<file path="src/rtl/mips_pkg.sv">
// Shared MIPS pipeline types: EX-stage control bundle, ALU compare opcodes and
// the payload carried through the EX/MEM skid buffer.
package mips_pkg;

  typedef struct packed {
    logic [4:0] rd;
    logic       reg_write;
    logic       mem_read;
    logic       mem_write;
    logic       br_eq;
    logic       br_ne;
    logic       br_fpt;
    logic       br_fpf;
  } ex_ctrl_t;

  localparam logic [3:0] ALU_CEQS = 4'b1110;
  localparam logic [3:0] ALU_CLTS = 4'b1111;

  typedef struct packed {
    logic [31:0] result;
    logic [31:0] store_data;
    ex_ctrl_t    ctrl;
    logic [31:0] target;
    logic        taken;
  } ex_entry_t;

  localparam int EX_ENTRY_W = $bits(ex_entry_t);

  function automatic logic is_fp_cmp(input logic [3:0] op);
    return (op == ALU_CEQS) || (op == ALU_CLTS);
  endfunction

endpackage

</file>
<file path="src/rtl/ex_mem_skid.sv">
// Two-entry skid buffer (main + skid) with a generic payload. in_ready depends
// only on the skid flop, so out_ready never reaches the upstream handshake.
module ex_mem_skid #(
  parameter int WIDTH = 8
) (
  input  logic             clk,
  input  logic             rst_n,
  input  logic             flush,
  input  logic             in_valid,
  output logic             in_ready,
  input  logic [WIDTH-1:0] in_data,
  output logic             out_valid,
  input  logic             out_ready,
  output logic [WIDTH-1:0] out_data
);

  logic             main_valid_q, main_valid_d;
  logic             skid_valid_q, skid_valid_d;
  logic [WIDTH-1:0] main_q, main_d;
  logic [WIDTH-1:0] skid_q, skid_d;
  logic             accept, drain;

  assign in_ready  = ~skid_valid_q;
  assign out_valid = main_valid_q;
  assign out_data  = main_q;
  assign accept    = in_valid & ~skid_valid_q;
  assign drain     = main_valid_q & out_ready;

  always_comb begin
    main_valid_d = main_valid_q;
    skid_valid_d = skid_valid_q;
    main_d       = main_q;
    skid_d       = skid_q;
    if (flush) begin
      main_valid_d = 1'b0;
      skid_valid_d = 1'b0;
    end else if (skid_valid_q) begin
      // Full: no accept possible, a drain promotes the skid entry.
      if (drain) begin
        main_d       = skid_q;
        skid_valid_d = 1'b0;
      end
    end else if (accept) begin
      if (!main_valid_q || drain) begin
        main_d       = in_data;
        main_valid_d = 1'b1;
      end else begin
        skid_d       = in_data;
        skid_valid_d = 1'b1;
      end
    end else if (drain) begin
      main_valid_d = 1'b0;
    end
  end

  always_ff @(posedge clk or negedge rst_n) begin
    if (!rst_n) begin
      main_valid_q <= 1'b0;
      skid_valid_q <= 1'b0;
      main_q       <= '0;
      skid_q       <= '0;
    end else begin
      main_valid_q <= main_valid_d;
      skid_valid_q <= skid_valid_d;
      main_q       <= main_d;
      skid_q       <= skid_d;
    end
  end

endmodule

</file>
<file path="src/rtl/ex_mem_stage.sv">
// EX/MEM pipeline register: resolves branches and tracks the FP condition flag
// at acceptance, then holds the entry in a two-deep skid buffer.
module ex_mem_stage
  import mips_pkg::*;
#(
  parameter logic FCC_INIT = 1'b0
) (
  input  logic        clk,
  input  logic        rst_n,
  input  logic        flush,
  input  logic        in_valid,
  output logic        in_ready,
  input  logic [3:0]  in_alu_control,
  input  logic [31:0] in_result,
  input  logic        in_zero,
  input  logic        in_fp_cmp,
  input  logic [31:0] in_store_data,
  input  logic [11:0] in_ctrl,
  input  logic [31:0] in_target,
  output logic        out_valid,
  input  logic        out_ready,
  output logic [31:0] out_result,
  output logic [31:0] out_store_data,
  output logic [11:0] out_ctrl,
  output logic        branch_taken,
  output logic [31:0] branch_target,
  output logic        fcc
);

  ex_ctrl_t                ctrl_in;
  ex_entry_t               in_entry, out_entry;
  logic [EX_ENTRY_W-1:0]   out_bits;
  logic                    fcc_q, fcc_d;
  logic                    accept;

  assign ctrl_in = ex_ctrl_t'(in_ctrl);
  assign accept  = in_valid & in_ready & ~flush;

  // Branch uses the flag as it stood before this instruction; a compare
  // accepted now only affects later instructions.
  always_comb begin
    in_entry.result     = in_result;
    in_entry.store_data = in_store_data;
    in_entry.ctrl       = ctrl_in;
    in_entry.target     = in_target;
    in_entry.taken      = (ctrl_in.br_eq  &  in_zero) |
                          (ctrl_in.br_ne  & ~in_zero) |
                          (ctrl_in.br_fpt &  fcc_q)   |
                          (ctrl_in.br_fpf & ~fcc_q);
    fcc_d = fcc_q;
    if (accept && is_fp_cmp(in_alu_control)) fcc_d = in_fp_cmp;
  end

  always_ff @(posedge clk or negedge rst_n) begin
    if (!rst_n) fcc_q <= FCC_INIT;
    else        fcc_q <= fcc_d;
  end

  ex_mem_skid #(.WIDTH(EX_ENTRY_W)) u_skid (
    .clk       (clk),
    .rst_n     (rst_n),
    .flush     (flush),
    .in_valid  (in_valid & ~flush),
    .in_ready  (in_ready),
    .in_data   (in_entry),
    .out_valid (out_valid),
    .out_ready (out_ready),
    .out_data  (out_bits)
  );

  assign out_entry      = ex_entry_t'(out_bits);
  assign out_result     = out_entry.result;
  assign out_store_data = out_entry.store_data;
  assign out_ctrl       = out_entry.ctrl;
  assign branch_target  = out_entry.target;
  assign branch_taken   = out_valid & out_entry.taken;
  assign fcc            = fcc_q;

endmodule

</file>
<file path="config.mk">
export PLATFORM = sky130hd
export DESIGN_NAME = ex_mem_stage
export DESIGN_NICKNAME = d
export VERILOG_FILES = /design/src/rtl/mips_pkg.sv /design/src/rtl/ex_mem_skid.sv /design/src/rtl/ex_mem_stage.sv
export SDC_FILE = /design/constraint.sdc
export NUM_CORES = 1
export LEC_CHECK = 0
export ABC_CLOCK_PERIOD_IN_PS = 2800
export CAP_MARGIN = 20
export CORE_ASPECT_RATIO = 0.7
export CORE_MARGIN = 2
export CORE_UTILIZATION = 30
export DETAILED_ROUTE_END_ITERATION = 10
export PLACE_DENSITY_LB_ADDON = 0.12
export SETUP_SLACK_MARGIN = 0.1
export SYNTH_ARGS = -nofsm -noshare
export SYNTH_HDL_FRONTEND = slang
export SYNTH_SLANG_ARGS = --single-unit
</file>
<file path="constraint.sdc">
create_clock -name clk -period 2.8 [get_ports clk]
set_input_delay 0.56 -clock clk [delete_from_list [all_inputs] [get_ports clk]]
set_output_delay 0.56 -clock clk [all_outputs]
set_load 0.005 [all_outputs]
</file>
==> metrics.sh <==
ANTENNA_LEFT=0
MAX_FREQ_MHz=397
NUM_IO_PINS=231
WORSTREGTOREGCELLS=4
CORE_AREA_UM2=33800
CAP_VIOL_MAX_COUNT=0
WORSTSETUPPATHTYPE='reg2out'
IO_BUFFER_COUNT=229
SETUP_VIOLATIONS=0
CTSHTREEMAXLEVEL=1
AVGVIACOUNTPERCELL=4.35
CLK_PIN_SLEW_WORST_PATHS_NS=0.06
FILLER_CELL_COUNT=3151
SYNTH-SEQ-CELLS=221
CLOCK_LATENCY_NS=0.52
WL_PER_CELL_UM=17.7
CLK_PATH_BUF_DEPTH=3
STATUS='finished clean'
LAYOUT-AREA-OVERHEAD-VS-SYNTH_PCT=27.3
CTS_BUFFERS=24
MAPPEDNETLISTAREA_UM2=10400
CTS.SINK_COUNT=221
FINAL_CELLS=1316
NUM_VIAS=5725
SYNTH_TOP_CELL_AREA_SHARE_PCT=53.2
HOLD_BUFFERS=0
NETLIST.TOP_CELL.BY_AREA='sky130_fd_sc_hd__dfrtp_1'
FINAL_LAYOUT_SIZE_SUFFIX_GT1_SHARE_PCT=43.5
FINAL_PERIOD_MINUS_WORST_SETUP_SLACK_NS=2.52
FINALNETCOUNT=954
MAX-VDD-IR-DROP_uV=331
DIE_WIDTH_UM=227
TIMING.SLEW.HEADROOM_PCT=51.6
DP.CELLS=1272
SYNTH.TOP_CELLS.BY_COUNT='sky130_fd_sc_hd__mux2_2, sky130_fd_sc_hd__dfrtp_1, sky130_fd_sc_hd__buf_4'
N_ANTENNA_CELL=0
SYNTH_EDF_COUNT=0
DRCVIOLATIONCOUNT=0
OVERALL_ROUTING_RESOURCE_USAGE_PCT=13.0
MAXIMUM_NUMBER_OF_PINS_ON_ONE_NET_BEFORE_GLOBAL_ROUTE_REPAIR=88
PLACEMENT_ROWS=56
POST_CTS_BUFFERS=0
R2R_SETUP_SLACK_NS=0.74
HOLD-WORST-SLACK_NS=0.0602
SETUP_TNS_NS=0
POSTSYNTH.TOPFLOPCELL='sky130_fd_sc_hd__dfrtp_1'
MIN-DELAY-PATH-CLASS='in2async'
TRITONCTS='done'
INITIALDRTVIOLATIONCOUNT=170
MAX_FO_CRITICAL_PATH=39
WORSTPATHARRIVAL_NS=1.96
FIRST_GLOBAL_VIAS=6473
FINCLKSKEW_NS=0.00905
SLEW_VIOL_FINAL=0
WORST-ENDPOINT-REQUIRED_NS=2.24
SYNTHDISTINCTLIBCELLS=23
REG2REG_TO='u_skid.out_data[70]'
POST_DP_HPWL_UM=15400
R2R_START='u_skid.skid_valid_q'
DIE_AREA_UM2=36200
TRANSITION_TIME_AT_THE_PIN_WITH_THE_LEAST_SLEW_MARGIN_NS=0.726
GRT_REMAINING_OVERFLOW=0
SYNTH.MOST_COMMON_CELL='sky130_fd_sc_hd__mux2_2'
POWER.DENSITY_nW_PER_UM2=764
FINALHOLDVIOLCOUNT=0
YOSYS_WARNINGS=0
SYN-MEAN-INSTANCE-AREA_UM2=14.6
GRT_SETUP_UNREPAIRED='no'
GRT_ANTENNA_BEFORE_REPAIR=0
P_LEAK_nW=5.45
GP_CONGESTION=0.683
CLOCKROOTBUFFER='sky130_fd_sc_hd__clkbuf_16'
SYN-INSTANCE-COUNT=713
DRTPASS1ITERATIONS=4
SYNTH_FP_NETS=832
ASYNC_RESET_FF_SHARE_PCT=100
YS_SEQ_AREA_SHARE_PCT=53.2
FLOORPLAN.DIE.HEIGHT_UM=160
INITIAL_CORE_UTIL_PCT=30.7
NATURE_OF_THE_CRITICAL_PATH_ENDPOINT='output port'
WIRELENGTH_UM=23300
GLOBAL_ROUTE_WIRE_LENGTH_BEFORE_REPAIR_UM=37200
NETLIST_TOP_CELLS_AREA='sky130_fd_sc_hd__dfrtp_1, sky130_fd_sc_hd__mux2_2, sky130_fd_sc_hd__buf_4'
STARTPOINT_TYPE='register'
PERIOD_SHARE_PCT=89.9
## logic make-up (layout without fill, tap and decap cells)
| group | count (synthesis) | in the layout | share of synthesized area [%] |
|---|---|---|---|
| buffers and inverters | 147 | 286 | 10.2 |
| and+or+nand+nor | 11 | 11 | 0.578 |
| DFF | 221 | 221 | 53.2 |
| muxes | 329 | 329 | 35.7 |
| AOI/OAI and AO/OA | 5 | 5 | 0.325 |
## report_power, final
group	leakage, nW	total (mW)	switching (mW)	internal (mW)
logic	2.38	2.40	0.744	1.66
clock network	0.398	3.22	1.30	1.92
registers	2.67	4.49	0.429	4.06
total	5.45	10.1	2.48	7.63
## sequential cells by signal (all words and copies together), names as in the netlist
name                 flops
u_skid.out_valid         1
u_skid.skid_valid_q      1
u_skid.out_data        109
fcc                      1
u_skid.skid_q          109
## worst max-delay path by stage
stage	start	endpoint	slack (ns)	depth (start not counted)
finish	u_skid.skid_valid_q	in_ready	0.28	3
global route	u_skid.skid_valid_q	in_ready	0.18	3
CTS	u_skid.skid_valid_q	in_ready	0.22	3
detailed placement	flush	u_skid.skid_q[51]	0.28	5
global placement	in_valid	u_skid.skid_q[46]	0.31	5
floorplan	u_skid.skid_valid_q	u_skid.out_data[100]	1.02	7
## layout make-up
class                   count  area [µm²]  area share [%]
flip-flops and latches    221        5530            41.8
clock buffers              34         699            5.28
well taps                 464         581            4.39
clock inverters             9        95.1           0.718
inverters                   2        7.51          0.0567
repair buffers            241        2490            18.8
multi-input cells         345        3830            28.9
## critical path, stage by stage (launching register included)
cell and delay (ns):
sky130_fd_sc_hd__dfrtp_4 0.43, sky130_fd_sc_hd__buf_6 0.34, sky130_fd_sc_hd__inv_1 0.17, sky130_fd_sc_hd__clkdlybuf4s50_1 0.48
## per-stage QoR
stage          setup WS (ns)  power, mW  instance area, µm²  utilization (%)
3_3_place_gp           0.307       6.86               12400             36.7
4_1_cts                0.219       10.3               13200             39.0
2_1_floorplan           1.02       6.08               10400                -
6_report               0.284       10.1               13200             39.1
3_5_place_dp           0.276       6.99               12400             36.7
5_1_grt                0.181       10.7               13200             39.1
## layer usage
| layer | GRT usage [%] | part of all wire, % | up-vias |
|---|---|---|---|
| li1 | - | - | 2636 |
| met1 | 16.3 | 43 | 2937 |
| met2 | 22.1 | 49 | 121 |
| met3 | 3.86 | 5.9 | 31 |
| met4 | 2.87 | 1.9 | 0 |
| met5 | 0 | 0 | - |
## repair_timing
item | in CTS | in global routing
gates resized for setup | 1 | 0
endpoints found under the setup margin | 1 | 0
endpoints found under the hold margin | 0 | 0
## layout by cell type (no fill, tap or decap), drive strengths merged, types with 2 or more instances in the layout
| cell | Yosys | layout |
|---|---|---|
| mux2 | 327 | 327 |
| dfrtp | 221 | 221 |
| clkinv | 0 | 7 |
| nor3b | 2 | 2 |
| clkdlybuf4s50 | 0 | 228 |
| nand2 | 3 | 3 |
| clkbuf | 4 | 34 |
| inv | 2 | 2 |
| mux2i | 2 | 2 |
| bufinv | 0 | 2 |
| a21oi | 2 | 2 |
| buf | 141 | 13 |
No activity file was read; power rests on OpenSTA's default activity.
